### config.mk
export PLATFORM = sky130hd
export DESIGN_NAME = interval_timer
export DESIGN_NICKNAME = d
export VERILOG_FILES = /design/src/rtl/traffic_pkg.sv /design/src/rtl/time_param_regs.sv /design/src/rtl/interval_timer.sv
export SDC_FILE = /design/constraint.sdc
export NUM_CORES = 1
export LEC_CHECK = 0
export CORE_MARGIN = 4
export CORE_UTILIZATION = 53
export CTS_BUF_LIST = sky130_fd_sc_hd__clkbuf_16
export CTS_CLUSTER_SIZE = 40
export DETAILED_ROUTE_END_ITERATION = 8
export GPL_TIMING_DRIVEN = 1
export PLACE_DENSITY = 0.82
export SLEW_MARGIN = 20
export SYNTH_ARGS = -nofsm -noshare
export SYNTH_HDL_FRONTEND = slang
export SYNTH_SLANG_ARGS = --single-unit
### constraint.sdc
create_clock -name clock -period 2.93 [get_ports clock]
set_input_delay 0.879 -clock clock [delete_from_list [all_inputs] [get_ports clock]]
set_output_delay 0.879 -clock clock [all_outputs]
set_load 0.02 [all_outputs]
### src/rtl/traffic_pkg.sv
// ----------------------------------------------------------------------------
// traffic_pkg : shared widths, select encodings, default times, counter states
// Revision    : 1.0
// ----------------------------------------------------------------------------
`default_nettype none

package traffic_pkg;

  localparam int COUNT_W = 4;

  localparam logic [1:0] INT_BASE = 2'b00;
  localparam logic [1:0] INT_EXT  = 2'b01;
  localparam logic [1:0] INT_YEL  = 2'b10;

  localparam int DEF_BASE = 6;
  localparam int DEF_EXT  = 3;
  localparam int DEF_YEL  = 2;

  typedef enum logic [0:0] {
    IDLE  = 1'b0,
    COUNT = 1'b1
  } cnt_state_t;

endpackage

`default_nettype wire

### src/rtl/time_param_regs.sv
// ----------------------------------------------------------------------------
// time_param_regs : base/extended/yellow time registers, edge-triggered writes
// Revision        : 1.0
// ----------------------------------------------------------------------------
`default_nettype none

module time_param_regs
  import traffic_pkg::*;
#(
  parameter int COUNT_W      = traffic_pkg::COUNT_W,
  parameter int BASE_DEFAULT = DEF_BASE,
  parameter int EXT_DEFAULT  = DEF_EXT,
  parameter int YEL_DEFAULT  = DEF_YEL
) (
  input  logic               clock,
  input  logic               reset_n,
  input  logic               prog_sync,
  input  logic [1:0]         time_param_sel,
  input  logic [COUNT_W-1:0] time_value,
  input  logic [1:0]         interval,
  output logic [COUNT_W-1:0] param_value
);

  logic               prog_q;
  logic               prog_write;
  logic [COUNT_W-1:0] base_q;
  logic [COUNT_W-1:0] ext_q;
  logic [COUNT_W-1:0] yel_q;

  assign prog_write = prog_sync & ~prog_q;

  always_ff @(posedge clock or negedge reset_n) begin
    if (!reset_n) begin
      prog_q <= 1'b0;
      base_q <= COUNT_W'(BASE_DEFAULT);
      ext_q  <= COUNT_W'(EXT_DEFAULT);
      yel_q  <= COUNT_W'(YEL_DEFAULT);
    end else begin
      prog_q <= prog_sync;
      // A programmed value of zero means "back to the reset default"
      if (prog_write) begin
        case (time_param_sel)
          INT_BASE: base_q <= (time_value == '0) ? COUNT_W'(BASE_DEFAULT) : time_value;
          INT_EXT:  ext_q  <= (time_value == '0) ? COUNT_W'(EXT_DEFAULT)  : time_value;
          INT_YEL:  yel_q  <= (time_value == '0) ? COUNT_W'(YEL_DEFAULT)  : time_value;
          default:  ;
        endcase
      end
    end
  end

  always_comb begin
    case (interval)
      INT_EXT: param_value = ext_q;
      INT_YEL: param_value = yel_q;
      default: param_value = base_q;
    endcase
  end

endmodule

`default_nettype wire

### src/rtl/interval_timer.sv
// ----------------------------------------------------------------------------
// interval_timer : programmable seconds down-counter with one-cycle expiry pulse
// Revision       : 1.0
// ----------------------------------------------------------------------------
`default_nettype none

module interval_timer
  import traffic_pkg::*;
#(
  parameter int COUNT_W      = traffic_pkg::COUNT_W,
  parameter int BASE_DEFAULT = DEF_BASE,
  parameter int EXT_DEFAULT  = DEF_EXT,
  parameter int YEL_DEFAULT  = DEF_YEL
) (
  input  logic               clock,
  input  logic               reset_n,
  input  logic               one_hz_enable,
  input  logic               start_timer,
  input  logic [1:0]         interval,
  input  logic               prog_sync,
  input  logic [1:0]         time_param_sel,
  input  logic [COUNT_W-1:0] time_value,
  output logic               expired,
  output logic               busy,
  output logic [COUNT_W-1:0] remaining
);

  cnt_state_t         state;
  cnt_state_t         next_state;
  logic [COUNT_W-1:0] load_value;
  logic [COUNT_W-1:0] remaining_next;
  logic               expired_next;

  time_param_regs #(
    .COUNT_W      (COUNT_W),
    .BASE_DEFAULT (BASE_DEFAULT),
    .EXT_DEFAULT  (EXT_DEFAULT),
    .YEL_DEFAULT  (YEL_DEFAULT)
  ) u_params (
    .clock          (clock),
    .reset_n        (reset_n),
    .prog_sync      (prog_sync),
    .time_param_sel (time_param_sel),
    .time_value     (time_value),
    .interval       (interval),
    .param_value    (load_value)
  );

  always_ff @(posedge clock or negedge reset_n) begin
    if (!reset_n) begin
      state     <= IDLE;
      remaining <= '0;
      expired   <= 1'b0;
      busy      <= 1'b0;
    end else begin
      state     <= next_state;
      remaining <= remaining_next;
      expired   <= expired_next;
      busy      <= (next_state == COUNT);
    end
  end

  // Start has priority over a coincident tick, even on the final second
  always_comb begin
    next_state = state;
    case (state)
      IDLE:  if (start_timer) next_state = COUNT;
      COUNT: if (!start_timer && one_hz_enable && remaining == COUNT_W'(1)) next_state = IDLE;
      default: next_state = IDLE;
    endcase
  end

  always_comb begin
    remaining_next = remaining;
    expired_next   = 1'b0;
    if (start_timer) begin
      remaining_next = load_value;
    end else if (state == COUNT && one_hz_enable) begin
      remaining_next = remaining - COUNT_W'(1);
      expired_next   = (remaining == COUNT_W'(1));
    end
  end

endmodule

`default_nettype wire

==> flow_metrics.tcl, run 1 <==
set metrics [dict create \
    grt_pass1_wl_um 3270 \
    crit_chain "clkdlybuf4s50_1" \
    postSynthCellCount 82 \
    setup-tns-final_ns 0 \
    clock_path_buffers 2 \
    worstSetupPathType "reg -> out" \
    cts_resized 0 \
    skew_ns 0.000825 \
    synth_edf_count 0 \
    finalHoldViolCount 0 \
    cp_max_fo 4 \
    synth_area_per_cell_um2 11.4 \
    synthAdderAreaFrac_pct 5.36 \
    slew_viol_final 0 \
    drc_errors 0 \
    seq_power_share_pct 44.0 \
    area_growth_pct 30.3 \
    cp_slowest_cell "clkdlybuf4s50_1" \
    grt_pass1_vias 747 \
    die_h_um 50.0 \
    synth-compound-area-share_pct 12.5 \
    p_leak_nw 0.513 \
    finalSetupViolCount 0 \
    vias_per_cell 5.84 \
    fin_area_um2 1220 \
    dieArea_um2 2500 \
    synthArstFlopShare_pct 100 \
    combPwrFrac_pct 23.0 \
    worstPathArrival_ns 1.26 \
    synthDistinctLibCells 26 \
    wirelength_um 1800 \
    numPortBuffers 18 \
    pwr_density_cell_nw_per_um2 671 \
    yosys_warnings 0 \
    seq_area_frac_synth_pct 51.6 \
    switching_power_w 0.000210 \
    core_area_um2 1580 \
    syn_area_um2 933 \
    grt-ovfl-total 0 \
    critical-path-max-stage-delay_ns 0.62 \
    dpl-instance-area_um2 1140 \
    max_freq_ghz 0.467 \
    fin_crit_ns 2.14 \
    cp_top_family "buffers and inverters" \
    start_util_pct 59.2 \
    synth_top_area_share_pct 37.5 \
    worst_ep_required_time_ns 2.05 \
    rows 14 \
    ir_drop_uv 403 \
    ant_nets 0 \
    cts_setup_buffers 0 \
    synth_area_leaders "dfrtp_1 (38%), dfstp_2 (14%), mux2_2 (8.4%), ha_1 (5.4%), nor2_1 (3.6%)" \
    antennaDiodeCount 0 \
    synth_top_family_by_area "simple AND/OR/NAND/NOR gates" \
    synthXorXnorAreaFrac_pct 1.88 \
    h-tree-depth 1 \
    slew_headroom_pct 72.7 \
    synth-seq-cells 19 \
    finalWeightedCongestion 0.773 \
    drt_iter0_drc 2 \
    synth_mux_area_share_pct 9.52 \
    worstSetupEndpointType "primary output" \
    fin_ws_ns 0.787 \
    dp_hpwl_um 1330 \
    synth.most_common_cell "dfrtp_1" \
    cts_hold_buf 0 \
    die_w_um 50.0 \
    dr.pass1.iters 4 \
    drive_gt1_share_pct 18.3 \
    nets 122 \
    post-route-period-util_pct 73.2 \
    min_path_type "reg -> reg" \
    cp-start-kind "flip-flop" \
    path_buf_inv 1 \
    rsz0062_at_grt "no" \
    clock-sinks 19 \
    dp_slack_ns 0.547 \
    switching_share_pct 25.7 \
    clock_power_share_pct 33.0 \
    cts-buffers-inserted 3 \
    p_int_w 0.000606 \
    status "finished, final reports clean" \
    yosys.area_share.simple_pct 17.2 \
    clkTransAtPathRegs_ns 0.05 \
    clock_latency_ns 0.25 \
    cts_root_buf "clkbuf_16" \
    ioPinCount 19 \
    ys.flop_type "dfrtp_1" \
    tightest_slew_ns 0.408 \
    cap_violations 0 \
    hold-worst-slack_ns 0.506 \
    grt_max_degree 20 \
    vias 701 \
    synth.largest_area_cell "dfrtp_1" \
    antenna_found_initial 0 \
    cts_tree "built" \
    synthesis.nets 99 \
    synth_commonest_cells "dfrtp_1 (14), nor2_1 (9), mux2_2 (7)" \
    grt.total_usage_pct 17.3 \
    wl_per_cell_um 15.0 \
]
[kinds of logic after synthesis]
group           count (synthesis)
flops                          19
buf+inv                         5
simple gates                   27
compound gates                 17
xor+xnor                        2
mux                             8
fa+ha+maj                       4
[flip-flops by register name (all words and copies together), names as in the netlist]
register and count:
u_params.prog_q 1, u_params.yel_q 4, expired 1, state 1, u_params.ext_q 4, remaining 4, u_params.base_q 4
[cell type report]
type | instances | area [um^2]
flip-flops and latches | 19 | 482
multi-input cells | 58 | 433
fillers | 103 | 360
repair buffers | 19 | 188
clock buffers | 3 | 75.1
well taps | 16 | 20.0
inverters | 4 | 15.0
clock inverters | 1 | 3.75
[per-layer routing]
| metal | part of all wire, % | GRT usage [%] | wire length, um | up-vias |
|---|---|---|---|---|
| met5 | 0 | 0 | 0 | - |
| met4 | 3.1 | 9.68 | 56 | 0 |
| met3 | 3.7 | 3.01 | 66 | 7 |
| met2 | 53 | 32.4 | 947 | 17 |
| met1 | 41 | 17.9 | 732 | 339 |
| li1 | - | - | - | 338 |
[final timing paths]
check / start / to / slack (ns) / depth (start not counted)
setup / recovery: remaining[2] / remaining[2] / 0.79 / 1
hold / removal: u_params.base_q[2] / u_params.base_q[2] / 0.51 / 2
setup reg to reg: remaining[2] / remaining[3] / 1.57 / 3
hold reg to reg: u_params.base_q[2] / u_params.base_q[2] / 0.51 / 2
max in group asynchronous: reset_n / u_params.base_q[2] / 1.70 / 2
min in group asynchronous: reset_n / expired / 0.97 / 2
[power groups by stage]
| stage | Sequential (W) | Clock [W] | Combinational, W |
|---|---|---|---|
| finish | 0.000359 | 0.000269 | 0.000188 |
| global route | 0.000366 | 0.000290 | 0.000209 |
| CTS | 0.000359 | 0.000275 | 0.000190 |
| detailed placement | 0.000362 | 0 | 0.000188 |
| global placement | 0.000359 | 0 | 0.000183 |
| floorplan | 0.000370 | 0 | 0.0000988 |
[stage by stage]
stage	total power, W	util (%)	std cells
floorplan	0.000469	-	82
global placement	0.000542	72.1	116
detailed placement	0.000550	72.1	116
CTS	0.000824	77.1	120
global route	0.000865	77.1	120
finish	0.000816	77.1	120
[layout by cell type (no fill, tap or decap)]
cell type and instances:
o211ai_1 2, a221o_1 2, buf_4 1, o21ai_0 2, mux2_2 7, inv_1 5
xnor2_1 1, xor2_1 1, clkdlybuf4s50_1 18, dfstp_2 5, nor3b_1 1, o21a_1 2
nand3_1 4, a21oi_1 5, a22oi_1 2, mux2i_1 1, a21o_1 1, dfrtp_1 14
nand2_1 3, nor2_1 9, o31a_1 1, and4bb_2 2, nand2b_1 2, clkbuf_16 3
ha_1 4, nor3_1 4, or3_1 1, nor4b_4 1
(Power assumes the default switching activity.)
==> run 2: changes to the inputs <==
--- a/config.mk
+++ b/config.mk
@@ -6,12 +6,12 @@
 export NUM_CORES = 1
 export LEC_CHECK = 0
 export CORE_MARGIN = 4
-export CORE_UTILIZATION = 53
+export CORE_UTILIZATION = 49
 export CTS_BUF_LIST = sky130_fd_sc_hd__clkbuf_16
 export CTS_CLUSTER_SIZE = 40
 export DETAILED_ROUTE_END_ITERATION = 8
 export GPL_TIMING_DRIVEN = 1
-export PLACE_DENSITY = 0.82
+export PLACE_DENSITY = 0.77
 export SLEW_MARGIN = 20
 export SYNTH_ARGS = -nofsm -noshare
 export SYNTH_HDL_FRONTEND = slang
==> constraint.sdc (replaced) <==
create_clock -name clock -period 2.2 [get_ports clock]
set_input_delay 0.66 -clock clock [delete_from_list [all_inputs] [get_ports clock]]
set_output_delay 0.66 -clock clock [all_outputs]
set_load 0.02 [all_outputs]
==> run 2 against run 1 <==
Net effect:
- core utilization fell by 7.1 points
- via count fell by 2.7%
- total power rose by 34%
- first-iteration DRC count rose to 6.5 times the previous value
- clock power rose by 34%
- non-clock buffer count rose by 1
- wire length fell by 0.55%
- largest cell class unchanged
==> flow_metrics.tcl, run 2 (synthesis gave the netlist of run 1 again) <==
set metrics [dict create \
    min_from "u_params.base_q[2]" \
    dr.pass1.iters 4 \
    cts_root_buf "clkbuf_16" \
    fin_util_pct 70.0 \
    grt_pass1_vias 723 \
    cp_slowest_cell "clkdlybuf4s50_1" \
    grt.total_usage_pct 17.0 \
    worstSetupPathType "reg -> out" \
    finalWeightedCongestion 0.761 \
    cp-start-kind "flip-flop" \
    pwr_density_cell_nw_per_um2 883 \
    fin_crit_ns 1.93 \
    path_buf_inv 1 \
    dp_slack_ns 0.0567 \
    drc_errors 0 \
    core_area_um2 1760 \
    cap_violations 0 \
    regArea_um2 482 \
    final_common_cell "clkdlybuf4s50_1" \
    post-route-period-util_pct 87.6 \
    crit_start "remaining[2]" \
    cp_max_fo 4 \
    maxUsedRoutingLayer "met4" \
    ir_drop_uv 587 \
    worstSetupEndpointType "primary output" \
    fin_ws_ns 0.272 \
    grt_max_degree 20 \
    tightest_slew_ns 0.390 \
    ioPinCount 19 \
    dp_hpwl_um 1390 \
    wl_met3_um 109 \
    ant_nets 0 \
    fill_cells 141 \
    status "finished, final reports clean" \
    drive_gt1_share_pct 19.0 \
    rsz0062_at_grt "no" \
    worstPathArrival_ns 1.27 \
    grt_pass1_wl_um 3240 \
    max_freq_ghz 0.519 \
    rows 15 \
    slew_headroom_pct 73.9 \
    cts_setup_buffers 0 \
    wl_per_cell_um 13.8 \
    cts_resized 0 \
    cts_hold_buf 0 \
    cp_top_family "buffers and inverters" \
    dr_wl_met2_um 876 \
    slew_viol_final 0 \
    finalHoldViolCount 0 \
    clock_latency_ns 0.25 \
    vias 682 \
    final_cell_mix "clkdlybuf4s50_1 (18), dfrtp_1 (14), nor2_1 (9)" \
    cts-buffers-inserted 3 \
    clkTransAtPathRegs_ns 0.05 \
    area_growth_pct 32.3 \
    clock-sinks 19 \
    clock_path_buffers 2 \
    vias_per_cell 5.25 \
    nets 123 \
    dieArea_um2 2670 \
    h-tree-depth 1 \
    die_h_um 51.6 \
    critical-path-max-stage-delay_ns 0.62 \
    min_path_type "reg -> reg" \
    antenna_found_initial 0 \
    skew_ns 0.00259 \
    antennaDiodeCount 0 \
    r2r_start "remaining[2]" \
    setup-tns-final_ns 0 \
    cts_tree "built" \
    drt_iter0_drc 13 \
    grt-ovfl-total 0 \
    die_w_um 51.6 \
    crit_chain "clkdlybuf4s50_1" \
    numPortBuffers 18 \
    reg2reg_slack_ns 0.84 \
    finalSetupViolCount 0 \
    multi_input_area_um2 433 \
    start_util_pct 52.9 \
    wirelength_um 1790 \
    p_leak_nw 0.518 \
    drt-met1-wl_um 751 \
    worst_ep_required_time_ns 1.54 \
]
run 2: cell count changes in the layout (fill, tap and decap cells not counted), sizes merged:
| cell | change |
|---|---|
| buf | +1 |
run 2: metrics by stage:
| stage | hold WS [ns] | std cells | instance area [um^2] | power, W |
|---|---|---|---|---|
| final | 0.503 | 130 | 1230 | 0.00109 |
| after global routing | 0.524 | 130 | 1230 | 0.00116 |
| after CTS | 0.507 | 130 | 1230 | 0.00111 |
| after detailed placement | 0.495 | 126 | 1160 | 0.000738 |
| after global placement | 0.491 | 126 | 1160 | 0.000729 |
| after floorplan | 0.364 | 82 | 933 | 0.000625 |
run 2: report_power, final:
| part | internal, W | switching, W | total [W] |
|---|---|---|---|
| Clock | 0.000241 | 0.000120 | 0.000361 |
| Combinational | 0.000136 | 0.000115 | 0.000252 |
| Sequential | 0.000432 | 0.0000460 | 0.000478 |
run 2: area by class of cell:
class	count	share of cell area, %
flip-flops and latches	19	39.0
clock buffers	3	6.08
well taps	25	2.53
repair buffers	20	15.8
clock inverters	1	0.304
multi-input cells	58	35.1
inverters	4	1.22
run 2: worst paths after layout:
check	cells past startpoint	endpoint
setup reg to reg	3	remaining[3]
min in group asynchronous	2	u_params.prog_q
hold / removal	2	u_params.base_q[2]
max in group asynchronous	2	u_params.ext_q[1]
hold reg to reg	2	u_params.base_q[2]
setup / recovery	1	remaining[2]
run 2: metal layers:
metal | global-route usage (%) | up-vias
li1 | - | 341
met1 | 19.9 | 317
met2 | 27.5 | 19
met3 | 4.58 | 5
met4 | 10.5 | 0
met5 | 0 | -
==> run 3: changes to the inputs <==
--- a/config.mk
+++ b/config.mk
@@ -6,12 +6,11 @@
 export NUM_CORES = 1
 export LEC_CHECK = 0
 export CORE_MARGIN = 4
-export CORE_UTILIZATION = 49
+export CORE_UTILIZATION = 30
 export CTS_BUF_LIST = sky130_fd_sc_hd__clkbuf_16
 export CTS_CLUSTER_SIZE = 40
 export DETAILED_ROUTE_END_ITERATION = 8
 export GPL_TIMING_DRIVEN = 1
-export PLACE_DENSITY = 0.77
 export SLEW_MARGIN = 20
 export SYNTH_ARGS = -nofsm -noshare
 export SYNTH_HDL_FRONTEND = slang
==> run 3 against run 2 <==
Net effect:
- critical endpoint is now busy
- maximum frequency is essentially flat
- global-route usage fell by 7.1 points
- largest cell class unchanged
- sequential power about the same
- final area is 1.3% higher
- via count grew 4.1%
- sequential share of layout area fell by 0.51 points
- critical path depth stayed put
- clock-buffer cell count did not move
- clock skew down 0.00056 ns
- total power is 0.41% higher
- core utilization shrank 26 points
- clock power grew 1%
==> flow_metrics.tcl, run 3 (synthesis gave the netlist of run 1 again) <==
set metrics [dict create \
    dr.pass1.iters 4 \
    crit_chain "clkdlybuf4s50_1" \
    ir_drop_uv 406 \
    area_growth_pct 34.0 \
    clock_path_buffers 2 \
    slew_headroom_pct 78.0 \
    clkTransAtPathRegs_ns 0.05 \
    vias_per_cell 5.18 \
    nets 124 \
    critical-path-max-stage-delay_ns 0.63 \
    vias 710 \
    drc_errors 0 \
    rsz0062_at_grt "no" \
    cp_top_family "buffers and inverters" \
    max_freq_ghz 0.519 \
    cts-buffers-inserted 3 \
    cts_hold_buf 0 \
    worstPathArrival_ns 1.27 \
    h-tree-depth 1 \
    final_cell_mix "clkdlybuf4s50_1 (18), dfrtp_1 (14), nor2_1 (9)" \
    cts_resized 0 \
    status "finished, final reports clean" \
    p_leak_nw 0.522 \
    ant_nets 0 \
    worstSetupPathType "reg -> out" \
    clock_latency_ns 0.25 \
    wirelength_um 1770 \
    fin_ws_ns 0.273 \
    dp_slack_ns 0.102 \
    min_path_type "reg -> reg" \
    dp_hpwl_um 1430 \
    grt_max_degree 20 \
    worstSetupEndpointType "primary output" \
    cp_slowest_cell "clkdlybuf4s50_1" \
    cts_tree "built" \
    die_h_um 63.8 \
    rows 19 \
    finalHoldViolCount 0 \
    final_common_cell "clkdlybuf4s50_1" \
    tightest_slew_ns 0.329 \
    numPortBuffers 18 \
    start_util_pct 32.7 \
    setup-tns-final_ns 0 \
    hold_depth 2 \
    post-route-period-util_pct 87.6 \
    grt_pass1_wl_um 3220 \
    antennaDiodeCount 0 \
    drt_iter0_drc 18 \
    dieArea_um2 4070 \
    ioPinCount 19 \
    die_w_um 63.8 \
    grt.total_usage_pct 9.87 \
    worstRegToRegCells 3 \
    cts_setup_buffers 0 \
    dp.cells 133 \
    cts_root_buf "clkbuf_16" \
    grt-ovfl-total 0 \
    path_buf_inv 1 \
    slew_viol_final 0 \
    finalWeightedCongestion 0.747 \
    finalSetupViolCount 0 \
    wl_per_cell_um 12.9 \
    cp.depth 1 \
    skew_ns 0.00203 \
    core_area_um2 2850 \
    cp_max_fo 5 \
    antenna_found_initial 0 \
    worst_ep_required_time_ns 1.54 \
    fin_crit_ns 1.93 \
    clock-sinks 19 \
    cap_violations 0 \
    pwr_density_cell_nw_per_um2 875 \
    stdcell_count 137 \
    drive_gt1_share_pct 20.8 \
    grt_pass1_vias 754 \
    cp-start-kind "flip-flop" \
]
run 3: changes by cell type in the layout (fill, tap and decap cells not counted):
cell,before,now
buf_4,2,3
inv_1,5,4
clkinv_2,0,1
run 3: cell type report:
| type | instances | area, um^2 |
|---|---|---|
| Sequential cell | 19 | 482 |
| Inverter | 4 | 15.0 |
| Timing Repair Buffer | 21 | 203 |
| Clock inverter | 1 | 5.00 |
| Fill cell | 297 | 1600 |
| Tap cell | 31 | 38.8 |
| Clock buffer | 3 | 75.1 |
| Multi-Input combinational cell | 58 | 433 |
run 3: metal layers:
layer | GRT usage, % | routed length [um] | vias up
met5 | 0 | 0 | -
met4 | 2.43 | 0 | 0
met3 | 3.50 | 105 | 0
met2 | 17.5 | 890 | 19
met1 | 11.2 | 777 | 348
li1 | - | - | 343
run 3: through the flow:
step | power [W] | hold slack [ns] | util [%] | instance area, um^2
3_3_place_gp | 0.000732 | 0.493 | 41.1 | 1170
2_1_floorplan | 0.000625 | 0.364 | - | 933
4_1_cts | 0.00111 | 0.505 | 43.9 | 1250
3_5_place_dp | 0.000739 | 0.494 | 41.1 | 1170
6_report | 0.00110 | 0.504 | 43.9 | 1250
5_1_grt | 0.00116 | 0.523 | 43.9 | 1250
run 3: worst paths after layout:
path	start	slack, ns	end
worst min register to register	u_params.base_q[2]	0.50	u_params.base_q[2]
worst max-delay path	state	0.27	busy
min in group asynchronous	reset_n	0.74	u_params.prog_q
worst min-delay path	u_params.base_q[2]	0.50	u_params.base_q[2]
max in group asynchronous	reset_n	1.20	u_params.base_q[2]
worst max register to register	remaining[2]	0.84	remaining[3]
run 3: power by group:
group          internal, W  leakage (nW)  switching, W  total (W)
logic             0.000137         0.262      0.000114   0.000251
clock network     0.000243        0.0409      0.000122   0.000365
registers         0.000432         0.219     0.0000475   0.000479
